File: src/rtl/ecc_diag_pkg.sv
// rtl/ecc_diag_pkg.sv - constants, region type and check/region functions for the 34-bit diagonal-parity code
package ecc_diag_pkg;

   localparam int CW_W   = 34;
   localparam int DATA_W = 16;
   localparam int CHK_W  = 18;

   typedef enum logic [1:0] {REG_NONE, REG_R1, REG_R2, REG_R3} region_e;

   // Element k (1..4) of group g is data[4g+4-k]; field bit 4g+3..4g holds {D,P,C[2],C[1]} of group g.
   function automatic logic [CHK_W-1:0] chk_field(input logic [DATA_W-1:0] d);
      logic [4:1]       e [4];
      logic [4:1]       p;
      logic [6:1]       dg;
      logic [CHK_W-1:0] f;
      for (int g = 0; g < 4; g++)
         for (int k = 1; k <= 4; k++)
            e[g][k] = d[4*g+4-k];
      for (int k = 1; k <= 4; k++)
         p[k] = e[0][k] ^ e[1][k] ^ e[2][k] ^ e[3][k];
      dg[1] = e[0][1] ^ e[1][2] ^ e[2][1] ^ e[3][2];
      dg[2] = e[1][1] ^ e[0][2] ^ e[2][2] ^ e[3][1];
      dg[3] = e[0][3] ^ e[1][4] ^ e[2][3] ^ e[3][4];
      dg[4] = e[1][3] ^ e[0][4] ^ e[2][4] ^ e[3][3];
      dg[5] = e[0][2] ^ e[1][3] ^ e[2][2] ^ e[3][3];
      dg[6] = e[1][2] ^ e[0][3] ^ e[2][3] ^ e[3][2];
      f = '0;
      for (int g = 0; g < 4; g++) begin
         f[4*g]   = e[g][2] ^ e[g][4];
         f[4*g+1] = e[g][1] ^ e[g][3];
         f[4*g+2] = p[g+1];
         f[4*g+3] = dg[g+1];
      end
      f[16] = dg[5];
      f[17] = dg[6];
      return f;
   endfunction

   // A region wins only with a strict majority; ties leave the word uncorrected.
   function automatic region_e region_sel(input logic [2:0] ta, input logic [2:0] tb, input logic [2:0] tc);
      if (ta > tb && ta > tc) return REG_R1;
      if (tb > ta && tb > tc) return REG_R2;
      if (tc > ta && tc > tb) return REG_R3;
      return REG_NONE;
   endfunction

endpackage

File: src/rtl/ecc_diag_lane.sv
// rtl/ecc_diag_lane.sv - per-word syndrome (pre-S1) and correct/re-encode (pre-S2) combinational paths
module ecc_diag_lane
   import ecc_diag_pkg::*;
(
   input  logic [CW_W-1:0]   cw_i,
   output logic [CHK_W-1:0]  syn_o,
   output logic [2:0]        ta_o,
   output logic [2:0]        tb_o,
   output logic [2:0]        tc_o,
   input  logic              mode_i,
   input  logic [DATA_W-1:0] data_i,
   input  logic [CHK_W-1:0]  syn_i,
   input  logic [2:0]        ta_i,
   input  logic [2:0]        tb_i,
   input  logic [2:0]        tc_i,
   output logic [CW_W-1:0]   cw_o,
   output logic              corr_o,
   output logic              uncorr_o
);

   logic [CHK_W-1:0]  s;
   region_e           region;
   logic [DATA_W-1:0] fixed;

   always_comb begin
      s     = cw_i[CW_W-1:DATA_W] ^ chk_field(cw_i[DATA_W-1:0]);
      syn_o = s;
      ta_o  = 3'(s[3])  + 3'(s[7])  + 3'(s[2])  + 3'(s[6]);
      tb_o  = 3'(s[11]) + 3'(s[15]) + 3'(s[10]) + 3'(s[14]);
      tc_o  = 3'(s[16]) + 3'(s[17]) + 3'(s[6])  + 3'(s[10]);
   end

   // Encode beats reuse the re-encode path with correction forced off.
   always_comb begin
      region = mode_i ? region_sel(ta_i, tb_i, tc_i) : REG_NONE;
      fixed  = data_i;
      for (int g = 0; g < 4; g++) begin
         case (region)
            REG_R1: begin
               fixed[4*g+3] = fixed[4*g+3] ^ syn_i[4*g+1];
               fixed[4*g+2] = fixed[4*g+2] ^ syn_i[4*g];
            end
            REG_R2: begin
               fixed[4*g+1] = fixed[4*g+1] ^ syn_i[4*g+1];
               fixed[4*g]   = fixed[4*g]   ^ syn_i[4*g];
            end
            REG_R3: begin
               fixed[4*g+2] = fixed[4*g+2] ^ syn_i[4*g+1];
               fixed[4*g+1] = fixed[4*g+1] ^ syn_i[4*g];
            end
            default: ;
         endcase
      end
      cw_o     = {chk_field(fixed), fixed};
      corr_o   = (region != REG_NONE);
      uncorr_o = mode_i && (|syn_i) && (region == REG_NONE);
   end

endmodule

File: src/rtl/ecc_diag_codec_pipe.sv
// rtl/ecc_diag_codec_pipe.sv - two-stage multi-lane diagonal-parity encode/scrub pipe; ECC_DIAG_ERR_INJECT_EN adds inj_mask
module ecc_diag_codec_pipe
   import ecc_diag_pkg::*;
#(
   parameter int NUM_WORDS = 4,
   parameter int CNT_W     = 16
) (
   input  logic                      clk,
   input  logic                      rst_n,
   input  logic                      in_valid,
   output logic                      in_ready,
   input  logic                      in_mode,
   input  logic [NUM_WORDS*CW_W-1:0] in_data,
   output logic                      out_valid,
   input  logic                      out_ready,
   output logic [NUM_WORDS*CW_W-1:0] out_data,
   output logic [NUM_WORDS-1:0]      out_corr,
   output logic [NUM_WORDS-1:0]      out_uncorr,
   input  logic                      cnt_clr,
   output logic [CNT_W-1:0]          corr_cnt,
   output logic [CNT_W-1:0]          uncorr_cnt
`ifdef ECC_DIAG_ERR_INJECT_EN
   ,
   input  logic [NUM_WORDS*CW_W-1:0] inj_mask
`endif
);

   localparam int               SUM_W   = CNT_W + $clog2(NUM_WORDS + 1);
   localparam logic [CNT_W-1:0] CNT_MAX = '1;

   logic                             adv1, adv2;
   logic                             s1_valid_q, s2_valid_q, s1_mode_q;
   logic [NUM_WORDS-1:0][DATA_W-1:0] s1_data_q;
   logic [NUM_WORDS-1:0][CHK_W-1:0]  syn_d, s1_syn_q;
   logic [NUM_WORDS-1:0][2:0]        ta_d, tb_d, tc_d, s1_ta_q, s1_tb_q, s1_tc_q;
   logic [NUM_WORDS*CW_W-1:0]        cw_d, s2_data_d, out_data_q;
   logic [NUM_WORDS-1:0]             corr_d, uncorr_d, out_corr_q, out_uncorr_q;
   logic [CNT_W-1:0]                 corr_cnt_q, uncorr_cnt_q, corr_cnt_d, uncorr_cnt_d;

   function automatic logic [CNT_W-1:0] sat_add(input logic [CNT_W-1:0] cnt, input logic [NUM_WORDS-1:0] flags);
      logic [SUM_W-1:0] sum;
      sum = SUM_W'(cnt);
      for (int w = 0; w < NUM_WORDS; w++)
         sum = sum + SUM_W'(flags[w]);
      return (sum > SUM_W'(CNT_MAX)) ? CNT_MAX : sum[CNT_W-1:0];
   endfunction

   assign adv2       = !s2_valid_q || out_ready;
   assign adv1       = !s1_valid_q || adv2;
   assign in_ready   = adv1;
   assign out_valid  = s2_valid_q;
   assign out_data   = out_data_q;
   assign out_corr   = out_corr_q;
   assign out_uncorr = out_uncorr_q;
   assign corr_cnt   = corr_cnt_q;
   assign uncorr_cnt = uncorr_cnt_q;

   for (genvar w = 0; w < NUM_WORDS; w++) begin : g_lane
      ecc_diag_lane u_lane (
         .cw_i     (in_data[w*CW_W +: CW_W]),
         .syn_o    (syn_d[w]),
         .ta_o     (ta_d[w]),
         .tb_o     (tb_d[w]),
         .tc_o     (tc_d[w]),
         .mode_i   (s1_mode_q),
         .data_i   (s1_data_q[w]),
         .syn_i    (s1_syn_q[w]),
         .ta_i     (s1_ta_q[w]),
         .tb_i     (s1_tb_q[w]),
         .tc_i     (s1_tc_q[w]),
         .cw_o     (cw_d[w*CW_W +: CW_W]),
         .corr_o   (corr_d[w]),
         .uncorr_o (uncorr_d[w])
      );
   end

`ifdef ECC_DIAG_ERR_INJECT_EN
   logic [NUM_WORDS*CW_W-1:0] s1_inj_q;

   always_ff @(posedge clk) begin
      if (!rst_n)
         s1_inj_q <= '0;
      else if (in_valid && adv1)
         s1_inj_q <= inj_mask;
   end

   assign s2_data_d = s1_mode_q ? cw_d : (cw_d ^ s1_inj_q);
`else
   assign s2_data_d = cw_d;
`endif

   // A clear in the same cycle as an output handshake drops that beat's increments.
   always_comb begin
      corr_cnt_d   = corr_cnt_q;
      uncorr_cnt_d = uncorr_cnt_q;
      if (cnt_clr) begin
         corr_cnt_d   = '0;
         uncorr_cnt_d = '0;
      end else if (s2_valid_q && out_ready) begin
         corr_cnt_d   = sat_add(corr_cnt_q, out_corr_q);
         uncorr_cnt_d = sat_add(uncorr_cnt_q, out_uncorr_q);
      end
   end

   always_ff @(posedge clk) begin
      if (!rst_n) begin
         s1_valid_q   <= 1'b0;
         s2_valid_q   <= 1'b0;
         s1_mode_q    <= 1'b0;
         s1_data_q    <= '0;
         s1_syn_q     <= '0;
         s1_ta_q      <= '0;
         s1_tb_q      <= '0;
         s1_tc_q      <= '0;
         out_data_q   <= '0;
         out_corr_q   <= '0;
         out_uncorr_q <= '0;
         corr_cnt_q   <= '0;
         uncorr_cnt_q <= '0;
      end else begin
         if (adv1)
            s1_valid_q <= in_valid;
         if (in_valid && adv1) begin
            s1_mode_q <= in_mode;
            s1_syn_q  <= syn_d;
            s1_ta_q   <= ta_d;
            s1_tb_q   <= tb_d;
            s1_tc_q   <= tc_d;
            for (int w = 0; w < NUM_WORDS; w++)
               s1_data_q[w] <= in_data[w*CW_W +: DATA_W];
         end
         if (adv2)
            s2_valid_q <= s1_valid_q;
         if (s1_valid_q && adv2) begin
            out_data_q   <= s2_data_d;
            out_corr_q   <= corr_d;
            out_uncorr_q <= uncorr_d;
         end
         corr_cnt_q   <= corr_cnt_d;
         uncorr_cnt_q <= uncorr_cnt_d;
      end
   end

endmodule

File: config.mk
export PLATFORM = sky130hd
export DESIGN_NAME = ecc_diag_codec_pipe
export DESIGN_NICKNAME = d
export VERILOG_FILES = /design/src/rtl/ecc_diag_pkg.sv /design/src/rtl/ecc_diag_lane.sv /design/src/rtl/ecc_diag_codec_pipe.sv
export SDC_FILE = /design/constraint.sdc
export NUM_CORES = 1
export LEC_CHECK = 0
export BUFFER_PORTS_ARGS = -buffer_cell sky130_fd_sc_hd__buf_2
export CAP_MARGIN = 0
export CORE_MARGIN = 4
export CORE_UTILIZATION = 55
export DETAILED_ROUTE_END_ITERATION = 7
export GPL_ROUTABILITY_DRIVEN = 0
export PLACE_DENSITY = 0.78
export SYNTH_ARGS = -nofsm -noshare
export SYNTH_HDL_FRONTEND = slang
export SYNTH_SLANG_ARGS = --single-unit
File: constraint.sdc
create_clock -name clk -period 4 [get_ports clk]
set_input_delay 0.4 -clock clk [delete_from_list [all_inputs] [get_ports clk]]
set_output_delay 0.4 -clock clk [all_outputs]
set_load 0.03 [all_outputs]
==> metrics.csv <==
stage,metric,value,unit
critical_path,CP max FO,12,
critical_path,crit path cell chain,"fa_1, inv_1, fa_1, inv_1, fa_1, nand3_1, nor3_1, a31oi_1, o21ai_0, a21oi_1, a211oi_1",
clock_tree,Post-CTS Setup Bufs,0,
power_and_ir_drop,clock share of power,32.8,%
run,Max-cap violations,0,
grt,largest net degree at the start of global routing,120,
grt,global-route wire length before repair,96200,um
outcome,outcome,completed,
grt,grt ovf,0,
placed_design,pre-CTS WS,752,ps
sta,Setup-failing EPs final,0,
yosys,yosys warns,0,
grt,Total Routing Usage GR,30.0,%
yosys,largest cells by area after synthesis,"dfxtp_1 35%, xnor2_1 10%, nand2_1 8.9%",
power_and_ir_drop,internal power,7.25,mW
sta,fin. max-slew vios,0,
critical_path,max incr delay on CP,840,ps
clock_tree,Clk Tree Root Cell,clkbuf_16,
power_and_ir_drop,switching fraction of total power,35.2,%
drt,drc violations,0,
power_and_ir_drop,pwr dens,485,mW/mm^2
clock_tree,cts hold-fix bufs,0,
critical_path,CP dominant cell by count,fa_1,
placed_design,port buffer count,319,
die,Die ar.,0.0394,sq mm
critical_path,Crit-path slowest cell,a31oi_1,
die,total I/O pin count,320,
grt,vias in the first global route,17800,
critical_path,"Arr. time, crit path",3740,ps
clock_tree,CTS Sinks,351,
clock_tree,clock edge transition at the registers on the reported setup and hold paths,60,ps
die,core area,0.0357,sq mm
yosys,prevailing post-synth register cell,dfxtp_1,
die,starting density of the core,56.0,%
yosys,syn_area_per_cell,8.02,sq um
yosys,"area leader, netlist",dfxtp_1,
sta,Setup TNS,0,ps
sta,clock skew,15.2,ps
placed_design,DP HPWL,46800,um
drt,via density per instance,6.01,
final_layout,"Core Util, Final",64.7,%
sta,worst setup margin,629,ps
sta,FMAX,297,MHz
critical_path,startpoint type of the worst setup path,flop,
power_and_ir_drop,static leakage power,9.18,nW
sta,Final Hold Fails,0,
final_layout,"commonest non-fill, non-tap cell in the layout",nand2_1,
sta,Worst Tran Pin Value,1290,ps
power_and_ir_drop,maximum vdd drop,313,uV
critical_path,WS Path Type,flop to flop,
drt,router iterations before antenna repair,6,
grt,initial antenna violation count,4,
final_layout,Final Net Count,2936,
power_and_ir_drop,Logic pwr share,30.8,%
yosys,sequential area share after synthesis,35.2,%
drt,WL final,62000,um
yosys,Mapped Area,0.0200,sq mm
clock_tree,post-cts repair resize count,0,
clock_tree,Bufs on Longest Clock Path,3,
power_and_ir_drop,part of the power in registers,36.4,%
yosys,ys async rst share,0,%
worst_hold_path,Hold Path Class,input pin to flop,
yosys,Seq cells post-synth,351,
sta,Tmin final,3370,ps
critical_path,Setup crit end kind,flop,
clock_tree,CTS tree,yes,
die,Die Y,198,um
final_layout,layout cells sized above 1,15.6,%
final_layout,"commonest non-fill, non-tap cells in the layout","474 x nand2_1, 351 x dfxtp_1, 319 x buf_2",
final_layout,Fill cells,3016,
power_and_ir_drop,Psw,3.94,mW
power_and_ir_drop,Total Power,11.2,mW
sta,setup repair after global routing missed its margin,no,
critical_path,Worst EP required,4360,ps
drt,Via Count,19300,
clock_tree,Worst-Skew Late Latency,540,ps
final_layout,synthesis-to-layout area growth,15.5,%
yosys,"EDFF count, synth",0,
yosys,syn_nets,2710,
final_layout,cell area after layout,0.0231,sq mm
yosys,top-area cell type share of the netlist area,35.2,%
clock_tree,H-Tree Depth,2,
die,num rows,69,
drt,1st-iter DRT viols,1966,
drt,Routed Antenna Nets,0,
sta,Tcrit/Tclk final,84.3,%
sta,Worst slew margin,13.5,%
clock_tree,CTS buffer count,39,
yosys,Post-Synthesis Cells,2488,
die,DIE WIDTH,198,um
drt,WL/cell,19.3,um
yosys,Netlist cell types,69,
placed_design,placed inst area,0.0217,sq mm
==> synth_stat cells, drive strengths merged, types with 18 or more instances <==
| cell type | n |
|---|---|
| dfxtp | 351 |
| o211ai | 50 |
| ha | 62 |
| and2 | 24 |
| xor2 | 55 |
| a21oi | 282 |
| clkbuf | 111 |
| or3 | 29 |
| xnor2 | 228 |
| fa | 18 |
| nor3 | 64 |
| and3 | 46 |
| inv | 54 |
| nand3 | 91 |
| buf | 34 |
| nor4 | 18 |
| nand3b | 21 |
| nor2 | 107 |
| nand4 | 32 |
| o21ai | 88 |
| o21a | 23 |
| nand2 | 475 |
| a211oi | 87 |
| a31oi | 26 |
==> per-stage QoR <==
step / hold WS (ps) / std cells
after floorplan: 431 / 2488
after global placement: 438 / 3134
after detailed placement: 443 / 3134
after CTS: 128 / 3203
after global routing: 146 / 3207
final: 137 / 3207
==> final timing paths <==
path / slack [ps] / cells after the start / from / to
setup reg to reg: 630 / 11 / out_corr[1] / corr_cnt[11]
setup / recovery: 630 / 11 / out_corr[1] / corr_cnt[11]
hold / removal: 140 / 3 / in_data[72] / s1_data_q[36]
hold reg to reg: 450 / 2 / out_data[40] / out_data[40]
==> power by group through the flow <==
stage	combinational [mW]	sequential [mW]	clock (mW)
2_1_floorplan	2.39	4.22	0
3_3_place_gp	3.23	4.12	0
3_5_place_dp	3.35	4.14	0
4_1_cts	3.38	4.06	3.71
5_1_grt	3.79	4.10	3.86
6_report	3.44	4.07	3.67
==> cell type report <==
type	count	area, sq um	share of cell area (%)
Antenna cell	4	10.0	0.0434
Clock buffer	57	1180	5.10
Clock inverter	12	143	0.619
Sequential cell	351	7030	30.5
Timing Repair Buffer	330	1740	7.55
Tap cell	461	577	2.50
Multi-Input combinational cell	1938	12200	52.8
Inverter	54	210	0.912
==> state kept, by name (all words and copies together) (netlist names) <==
register    count
s1_data_q      64
uncorr_cnt     16
s1_mode_q       1
out_valid       1
s1_tc_q        12
s1_syn_q       72
out_data      136
s1_tb_q        12
s1_ta_q        12
corr_cnt       16
s1_valid_q      1
out_uncorr      4
out_corr        4
==> routing by layer <==
| layer | share of wire, % | track usage, % |
|---|---|---|
| met1 | 45 | 45.6 |
| met2 | 42 | 44.0 |
| met3 | 10 | 5.66 |
| met4 | 2.7 | 7.80 |
| met5 | 0 | 0 |
==> cell families after synthesis <==
family	share of synthesized area, %
buf+inv	3.91
flops	35.2
mux	0.100
xor+xnor	14.4
simple gates	22.0
compound gates	18.7
fa+ha+maj	5.69
==> worst max-delay path: cells and delay by family, from the launching register on <==
family	cells	cell delay [ps]
compound gates	4	1310
buf+inv	2	130
flops	1	390
simple gates	2	360
fa+ha+maj	3	1010
No activity file was read; power rests on OpenSTA's default activity.
